==> src/rtl/if_id_stage.sv <==
// Instruction fetch stage and IF/ID pipeline register for the 16-bit core.
// Handles stalls, branch/jump redirects, slow instruction memory and HLT.
module if_id_stage (
    input  logic        clk,
    input  logic        rst_n,
    input  logic        stall,
    input  logic        branch_taken,
    input  logic [15:0] branch_addr,
    input  logic        jump,
    input  logic [15:0] jump_addr,
    output logic [15:0] imem_addr,
    output logic        imem_rd,
    input  logic [15:0] imem_data,
    input  logic        imem_ready,
    output logic [15:0] instr,
    output logic [15:0] pc_plus1,
    output logic        valid,
    output logic        halted
);

    typedef enum logic [1:0] {
        FETCH,
        WAIT,
        HALT
    } state_t;

    state_t      state;
    logic [15:0] pc;
    logic [15:0] pending;
    logic        drop;

    logic        redirect;
    logic [15:0] target;
    logic [15:0] pc_inc;
    logic        is_hlt;

    // Branch has priority over jump when both redirect in the same cycle.
    assign redirect  = branch_taken | jump;
    assign target    = branch_taken ? branch_addr : jump_addr;
    assign pc_inc    = pc + 16'd1;
    assign is_hlt    = (imem_data[15:12] == 4'hF);
    assign imem_addr = pc;
    assign imem_rd   = (state != HALT);

    always_ff @(posedge clk or negedge rst_n) begin
        if (!rst_n) begin
            state    <= FETCH;
            pc       <= 16'h0000;
            pending  <= 16'h0000;
            drop     <= 1'b0;
            instr    <= 16'h0000;
            pc_plus1 <= 16'h0000;
            valid    <= 1'b0;
            halted   <= 1'b0;
        end else begin
            case (state)
                FETCH: begin
                    if (redirect) begin
                        pc    <= target;
                        instr <= 16'h0000;
                        valid <= 1'b0;
                    end else if (!stall) begin
                        if (imem_ready) begin
                            instr    <= imem_data;
                            pc_plus1 <= pc_inc;
                            valid    <= 1'b1;
                            if (is_hlt) begin
                                state  <= HALT;
                                halted <= 1'b1;
                            end else begin
                                pc <= pc_inc;
                            end
                        end else begin
                            state <= WAIT;
                            instr <= 16'h0000;
                            valid <= 1'b0;
                        end
                    end
                end
                WAIT: begin
                    // The outstanding read must complete at the old address before
                    // the PC may move, so redirects are parked until data returns.
                    if (imem_ready && (drop || redirect)) begin
                        pc    <= redirect ? target : pending;
                        drop  <= 1'b0;
                        state <= FETCH;
                        instr <= 16'h0000;
                        valid <= 1'b0;
                    end else if (redirect) begin
                        pending <= target;
                        drop    <= 1'b1;
                    end else if (imem_ready && !stall) begin
                        instr    <= imem_data;
                        pc_plus1 <= pc_inc;
                        valid    <= 1'b1;
                        if (is_hlt) begin
                            state  <= HALT;
                            halted <= 1'b1;
                        end else begin
                            pc    <= pc_inc;
                            state <= FETCH;
                        end
                    end
                end
                HALT: begin
                    if (redirect) begin
                        pc     <= target;
                        halted <= 1'b0;
                        state  <= FETCH;
                        instr  <= 16'h0000;
                        valid  <= 1'b0;
                    end else if (!stall) begin
                        instr <= 16'h0000;
                        valid <= 1'b0;
                    end
                end
                default: begin
                    state <= FETCH;
                end
            endcase
        end
    end

endmodule

==> config.mk <==
export PLATFORM = sky130hd
export DESIGN_NAME = if_id_stage
export DESIGN_NICKNAME = d
export VERILOG_FILES = /design/src/rtl/if_id_stage.sv
export SDC_FILE = /design/constraint.sdc
export NUM_CORES = 1
export LEC_CHECK = 0
export ABC_AREA = 1
export BUFFER_PORTS_ARGS = -buffer_cell sky130_fd_sc_hd__buf_4
export CORE_ASPECT_RATIO = 0.7
export CORE_MARGIN = 3
export CORE_UTILIZATION = 40
export CTS_CLUSTER_SIZE = 25
export DETAILED_ROUTE_END_ITERATION = 10
export SLEW_MARGIN = 10
export SYNTH_ARGS = -nofsm -noshare
export SYNTH_HDL_FRONTEND = slang
export SYNTH_SLANG_ARGS = --single-unit
==> constraint.sdc <==
create_clock -name clk -period 4.8 [get_ports clk]
set_clock_uncertainty 0.05 [all_clocks]
set_input_delay 0.96 -clock clk [delete_from_list [all_inputs] [get_ports clk]]
set_output_delay 0.96 -clock clk [all_outputs]
set_load 0.03 [all_outputs]
==> results of run 1 <==
layer usage:
metal	wire length, um	vias up
li1	-	2322
met1	6320	2249
met2	6130	150
met3	873	12
met4	115	0
met5	0	-
worst min-delay path by stage:
stage | to | slack (ns) | depth (start not counted)
5_1_grt | instr[3] | 0.45 | 2
3_3_place_gp | pending[5] | 0.41 | 2
3_5_place_dp | pending[9] | 0.42 | 2
2_1_floorplan | pending[10] | 0.40 | 2
4_1_cts | pending[9] | 0.43 | 2
6_report | pending[10] | 0.43 | 2
state kept, by name (all words and copies together), names as in the netlist:
register   count
halted         1
pc_plus1      16
instr         16
pending       16
imem_addr     16
state          2
drop           1
valid          1
cell type report:
cell class | count | share of cell area [%]
Multi-Input combinational cell | 510 | 42.9
Clock buffer | 9 | 4.00
Tap cell | 148 | 3.29
Clock inverter | 7 | 1.18
Sequential cell | 69 | 30.7
Inverter | 62 | 4.13
Timing Repair Buffer | 104 | 13.9
logic make-up after synthesis:
| logic type | synth area share [%] |
|---|---|
| muxes | 0.221 |
| xor gates and xnor gates | 1.16 |
| DFF | 38.1 |
| and+or+nand+nor | 35.6 |
| adders and majority gates | 1.38 |
| AOI/OAI and AO/OA | 15.0 |
| buffers and inverters | 8.61 |
metrics by stage:
step	instances	setup WS (ns)
6_report	909	1.82
5_1_grt	909	1.57
4_1_cts	909	1.83
3_5_place_dp	893	1.48
3_3_place_gp	893	1.54
2_1_floorplan	671	2.53
power breakdown:
group | leakage (nW) | total [mW] | internal (mW) | switching [mW]
logic | 2.03 | 2.29 | 0.753 | 1.53
registers | 0.875 | 1.07 | 0.849 | 0.225
clock network | 0.145 | 0.659 | 0.399 | 0.260
worst max-delay path, cell delays in order, from the launching register on:
cell and delay (ns):
dfrtp_1 0.40, inv_1 0.11, ha_1 0.45, inv_1 0.37, buf_4 0.28
Yosys cell counts (4+ instances only):
cell type / instances / share of area, %
a21oi_1: 16 / 1.8
a31oi_1: 4 / 0.55
buf_2: 14 / 1.5
buf_4: 5 / 0.83
clkbuf_1: 8 / 0.66
dfrtp_1: 69 / 38
ha_1: 5 / 1.4
inv_1: 56 / 4.6
inv_2: 6 / 0.50
nand2_1: 264 / 22
nand2_2: 4 / 0.55
nand3_1: 64 / 7.1
nand4_1: 4 / 0.55
nor2_1: 39 / 3.2
o211ai_1: 6 / 0.99
o21ai_0: 55 / 6.1
o21ai_1: 14 / 1.5
xor2_1: 5 / 0.97
==> run metrics, run 1 <==
outcome=finished clean; total power=4.02 mW; Syn. warnings=0; min Tclk post-route=2.98 ns; Critical Path Start Type=flop; routed vias=4733; reg2reg setup slack=2.16 ns; die area=0.0127 mm2; Core Area=0.0107 mm2; Initial DRC Count=400; Peak VDD IR=0.385 mV; Tot GR Track Use=21.6%; Synth Instances=671; Yosys reg bits=69; initial antenna violation count=0; Syn Area/Cell=6.75 um2; number of clock sinks=69; CTS tree=built; first-pass GRT wire length=21800 um; setup repair bufs after CTS=0; # port buffers=104; setup TNS=0 ns; post_cts resized=0; reg-to-reg startpoint=state[0]; met1 Track Usage GR=30.2%; total grt overflow=0; vias in the first global route=4395; share of flip-flops with an asynchronous set or reset=100%; Placed Instance Area=0.00534 mm2; top_reg_cell synth=dfrtp_1; maxcap violations=0; period utilization=62.1%; Max transition margin=38.6%; post-route core utilization=52.6%; Root Driver=clkbuf_16; CP Capture Point=imem_rd; detailed-route DRC error count=0; Critical Path Sink Type=output pin; min-delay src=pending[10]; Final Cell Area=0.00563 mm2; Leak=3.05 nW; largest net degree at the start of global routing=70; WHS=0.432 ns; crit path DAT=1.97 ns; Netlist Area Pre-Place=0.00453 mm2; Starting Density=42.3%; syn nets=730; Hold Buf Count CTS=0; Ports=105; Final #Nets=815; clk_lat worst skew=0.34 ns; Final Hold Viols=0; routed wire length=13400 um; dpl hpwl=9860 um; CP Class=reg -> out; TritonRoute pass-1 iters=7; GPL Wtd Cong=0.877; Die Span Y=95.1 um; H-tree depth=3; Worst Tran Pin Value=0.920 ns; wire per inst=14.8 um; area of the multi-input gates=0.00241 mm2; Max clock buf depth=2; Reg2Reg Capture Point=instr[2]; Setup violations, final=0; most common cell after layout, fill and taps aside=nand2_1; hold crit path type=reg -> reg; clk slew on worst S/H paths=0.06 ns; PD cells=714 mW/mm2; RSZ-0062 raised after global routing=false; CTS Buf Count=9; CP required=3.79 ns; met2 usage=33.3%; Netlist cell types=40; most frequent cells in the layout=nand2_1 (264), buf_4 (104), dfrtp_1 (69); Die X=133 um; Critical path origin=state[0]; DRT antenna net count=0; worst r2r path cells=8; Final Max Tran Viols=0; post-synthesis sequential area ratio=38.1%; Critical Path Fanout Max=11; share of cells above drive strength 1=18.8%; register area=0.00173 mm2; antenna diode count=0; EDFF count, synth=0; vias per cell=5.21; row count=31; Max Freq=336 MHz; met3 Use GR=5.17%; gr busiest metal=met2; area grow syn2layout=24.3%; Fillers=1070
No activity file was read; power rests on OpenSTA's default activity.
==> run 2: changes to the inputs <==
- clock period: 4.8 -> 2.8 ns (I/O delays scaled with it)
==> run 2 against run 1 <==
Via count rose by 0.65%; global-route usage about the same; non-clock buffer count rose by 11; critical path depth rose by 1; final cell count up 1.2%; setup slack lost 1.4 ns; sequential power is 73% higher; sequential share of layout area fell by 0.76 points; combinational power grew 75%; largest cell class unchanged; largest power group unchanged; highest routed layer unchanged.
==> run metrics, run 2 (same netlist as run 1, synthesis figures left out) <==
outcome=finished clean; maxcap violations=0 (unchanged); setup repair bufs after CTS=0 (unchanged); period utilization=85.7%; Setup violations, final=0 (unchanged); Max transition margin=40.6% (+2.0 points); wire per inst=14.7 um (-0.55%); clk slew on worst S/H paths=0.06 ns (about the same); CTS tree=built; critical path's slowest cell=ha_1; TritonRoute pass-1 iters=5 (-2); detailed-route DRC error count=0 (unchanged); Initial DRC Count=404 (+1.0%); Max clock buf depth=2 (unchanged); Die X=133 um (unchanged); DRT antenna net count=0 (unchanged); initial antenna violation count=0 (unchanged); area grow syn2layout=27.4%; antenna diode count=0 (unchanged); # port buffers=104 (unchanged); Peak VDD IR=0.503 mV (+31%); Max Freq=417 MHz; CTS Buf Count=9 (unchanged); H-tree depth=3 (unchanged); Leak=3.13 nW (+2.7%); largest net degree at the start of global routing=70 (unchanged); crit path DAT=1.79 ns (-0.18 ns); Final Cell Area=0.00577 mm2 (+2.5%); PD cells=1240 mW/mm2 (+74%); vias per cell=5.18 (-0.55%); Tot GR Track Use=21.5% (-0.035 points); total power=7.17 mW (+78%); total grt overflow=0 (unchanged); pre-CTS worst setup slack=0.370 ns (-1.11 ns); Starting Density=42.3% (unchanged); Critical Path Start Type=flop; setup ws final=0.400 ns (-1.42 ns); post_cts resized=0 (unchanged); dpl hpwl=10200 um (+3.5%); Die Span Y=95.1 um (unchanged); die area=0.0127 mm2 (unchanged); Final #Nets=826 (+1.3%); critical-path cell list=inv_1 -> ha_1 -> inv_1 -> buf_4 -> buf_4; vias in the first global route=4460 (+1.5%); min Tclk post-route=2.40 ns; clk_lat worst skew=0.33 ns (about the same); Critical Path Fanout Max=10 (-1); CP Class=reg -> out; Ports=105 (unchanged); Worst path max stage delay=0.44 ns (about the same); GPL Wtd Cong=0.918 (+4.7%); number of clock sinks=69 (unchanged); Placed Instance Area=0.00544 mm2 (+1.8%); delay-heaviest family, CP=buffers and inverters; post-route core utilization=53.9% (+1.3 points); most frequent cells in the layout=nand2_1 (264), buf_4 (114), dfrtp_1 (69); Hold Buf Count CTS=0 (unchanged); routed wire length=13500 um (+0.65%); WP buf/inv=4 (+1); RSZ-0062 raised after global routing=false; most common cell after layout, fill and taps aside=nand2_1; hold crit path type=in -> async; Final Max Tran Viols=0 (unchanged); Final Hold Viols=0 (unchanged); Critical Path Sink Type=output pin; share of cells above drive strength 1=19.9% (+1.2 points); first-pass GRT wire length=21900 um (+0.67%); row count=31 (unchanged); Core Area=0.0107 mm2 (unchanged); Root Driver=clkbuf_16; setup TNS=0 ns (unchanged); CP required=2.19 ns (-1.60 ns); routed vias=4764 (+0.65%); Worst Tran Pin Value=0.891 ns (-0.0293 ns)
## run 2: cell count changes in the layout (fill, tap and decap cells not counted)
| cell | before | now |
|---|---|---|
| clkinv_2 | 4 | 3 |
| bufinv_16 | 1 | 3 |
| buf_4 | 104 | 114 |
| buf_12 | 0 | 1 |
| clkinvlp_4 | 1 | 0 |
## run 2: where the power goes
part           internal (mW)  switching [mW]  leakage (nW)
combinational           1.36            2.65          2.08
clock                  0.866           0.445         0.169
sequential              1.45           0.392         0.875
## run 2: worst register-to-register path, delay by kind of cell, from the launching register on
kind	cells	cell delay, ns
AO/OA/AOI/OAI	2	0.42
adder cells (fa/ha/maj)	1	0.32
buffers and inverters	3	0.54
flip-flops	1	0.38
AND/OR/NAND/NOR	3	0.59
## run 2: final timing paths
check	start	end	slack, ns	cells past startpoint
max	state[0]	imem_rd	0.40	5
min	rst_n	instr[10]	0.29	1
max reg2reg	state[0]	imem_addr[7]	0.40	9
min reg2reg	instr[12]	instr[12]	0.43	2
max in group asynchronous	rst_n	imem_addr[8]	1.82	1
min in group clk	imem_data[10]	instr[10]	0.40	3
## run 2: cell type report
type,count,area [um2]
sequential,69,1730
clock inverter,7,114
inverter,62,233
tap,148,185
clock buffer,9,225
fill,1061,4930
timing repair buffer,115,876
multi-input combinational,510,2410
## run 2: metal layers
layer / part of all wire, % / vias to the layer above / global-route usage, %
met5: 0 / - / 0
met1: 48 / 2246 / 30.1
met4: 1.3 / 0 / 5.74
li1: - / 2352 / -
met3: 5.6 / 20 / 5.01
met2: 45 / 146 / 33.9
## run 2: through the flow
step	cells	hold slack (ns)
detailed placement	904	0.417
global placement	904	0.413
global route	920	0.378
floorplan	671	0.214
finish	920	0.286
CTS	920	0.335
==> run 3: changes to the inputs <==
- CORE_UTILIZATION: 40 -> 45
- PLACE_DENSITY: default -> 0.69
==> run 3 against run 2 <==
Clock power down 3%; count of clock-buffer cells in the layout unchanged; final area down 0.78%; total power up 0.45%; sequential cell count unchanged; setup slack worse by 0.15 ns; combinational power up 2%; sequential share of layout area up 0.24 points; critical endpoint unchanged.
==> run metrics, run 3 (same netlist as run 1, synthesis figures left out) <==
Max Freq=392 MHz (-6.0%); Max transition margin=39.1% (-1.5 points); Setup violations, final=0 (unchanged); met1 Track Usage GR=33.4% (+3.3 points); H-tree depth=3 (unchanged); DRT antenna net count=0 (unchanged); GPL Wtd Cong=0.953 (+3.8%); most frequent cells in the layout=nand2_1 (264), buf_4 (114), dfrtp_1 (69); dpl hpwl=10100 um (-0.69%); Ports=105 (unchanged); Die X=126 um (-5.5%); Hold Buf Count CTS=0 (unchanged); clk_lat worst skew=0.34 ns (about the same); Max clock buf depth=2 (unchanged); hold crit path type=in -> async; Seq pwr share=25.7% (about the same); P_sw=3.59 mW (+2.9%); reg-to-reg startpoint=state[0]; Final Max Tran Viols=0 (unchanged); Clock power frac=17.7% (-0.6 points); first-pass GRT wire length=22800 um (+4.3%); gr busiest metal=met2; TritonRoute pass-1 iters=5 (unchanged); total power=7.20 mW (+0.45%); area of the multi-input gates=0.00241 mm2 (unchanged); Initial DRC Count=455 (+13%); logic gate share of total power=56.6% (+0.7 points); period utilization=91.2% (+5.5 points); register area=0.00173 mm2 (unchanged); largest net degree at the start of global routing=70 (unchanged); Fillers=913 (-14%); setup TNS=0 ns (unchanged); Critical Path Start Type=flop; total grt overflow=0 (unchanged); vias in the first global route=4655 (+4.4%); Peak VDD IR=0.543 mV (+7.8%); crit path DAT=1.94 ns (+0.15 ns); # port buffers=104 (unchanged); WHS=0.299 ns (+0.0124 ns); Root Driver=clkbuf_16; Critical Path Sink Type=output pin; CP required=2.19 ns (about the same); antenna diode count=0 (unchanged); PD cells=1260 mW/mm2 (+1.2%); Tot GR Track Use=24.5% (+2.9 points); Worst Tran Pin Value=0.914 ns (+0.0229 ns); clk slew on worst S/H paths=0.06 ns (about the same); Pint=3.62 mW (-1.8%); maxcap violations=0 (unchanged); Die Span Y=90.0 um (-5.4%); Starting Density=48.0% (+5.7 points); die area=0.0113 mm2 (-11%); routed vias=4846 (+1.7%); area grow syn2layout=26.4%; most common cell after layout, fill and taps aside=nand2_1; CTS tree=built; RSZ-0062 raised after global routing=false; min Tclk post-route=2.55 ns (+0.153 ns); Reg2Reg Capture Point=instr[5]; wire per inst=15.5 um (+5.4%); worst r2r path cells=8 (-1); share of cells above drive strength 1=19.9% (unchanged); detailed-route DRC error count=0 (unchanged); met3 Use GR=5.33% (+0.32 points); CP Class=reg -> out; Switching Fraction=49.8% (+1.2 points); setup repair bufs after CTS=0 (unchanged); Leak=3.12 nW (-0.39%); met2 usage=39.2% (+5.3 points); vias per cell=5.41 (+4.4%); Final Hold Viols=0 (unchanged); reg2reg setup slack=0.46 ns (+0.06 ns); Critical Path Fanout Max=11 (+1); row count=29 (-6.5%); Core Area=0.00943 mm2 (-12%); outcome=finished clean; initial antenna violation count=0 (unchanged); routed wire length=13900 um (+2.7%); number of clock sinks=69 (unchanged); CTS Buf Count=9 (unchanged); Final #Nets=826 (unchanged); post_cts resized=0 (unchanged)
[run 3: changes by cell type in the layout (fill, tap and decap cells not counted), sizes merged]
cell,change
bufinv,-1
clkinv,-1
inv,+1
clkinvlp,+1
[run 3: per-layer routing]
layer | routed length, um | vias to the layer above
li1 | - | 2351
met1 | 6270 | 2298
met2 | 6410 | 180
met3 | 1040 | 17
met4 | 179 | 0
met5 | 0 | -
[run 3: power groups by stage]
stage                     clock network, mW  logic [mW]  registers (mW)
after global placement                    0        3.99            1.84
after floorplan                           0        2.25            2.34
final                                  1.27        4.08            1.85
after CTS                              1.28        4.06            1.85
after global routing                   1.32        4.53            1.91
after detailed placement                  0        4.05            1.85
[run 3: area by class of cell]
type / instances / share of cell area, %
clock inverter: 7 / 1.73
timing repair buffer: 115 / 15.3
multi-input combinational: 510 / 42.1
tap: 124 / 2.71
sequential: 69 / 30.1
inverter: 62 / 4.06
clock buffer: 9 / 3.93
[run 3: critical path, stage by stage, from the launching register on]
cell	delay (ns)
dfrtp_1	0.39
inv_1	0.11
ha_1	0.46
inv_1	0.36
buf_4	0.28
[run 3: worst max-delay path by stage]
stage / endpoint / slack (ns) / cells past startpoint / startpoint
4_1_cts: imem_rd / 0.30 / 4 / state[0]
6_report: imem_rd / 0.25 / 4 / state[0]
5_1_grt: imem_rd / 0.20 / 4 / state[0]
3_3_place_gp: instr[11] / 0.45 / 10 / jump
2_1_floorplan: imem_addr[12] / 0.82 / 10 / state[0]
3_5_place_dp: instr[5] / 0.34 / 10 / jump
[run 3: stage by stage]
| stage | area (um2) | worst slack [ns] | utilization [%] | instances |
|---|---|---|---|---|
| floorplan | 4530 | 0.823 | - | 671 |
| global placement | 5410 | 0.448 | 57.3 | 880 |
| detailed placement | 5410 | 0.343 | 57.3 | 880 |
| CTS | 5730 | 0.295 | 60.7 | 896 |
| global route | 5730 | 0.201 | 60.7 | 896 |
| finish | 5730 | 0.247 | 60.7 | 896 |
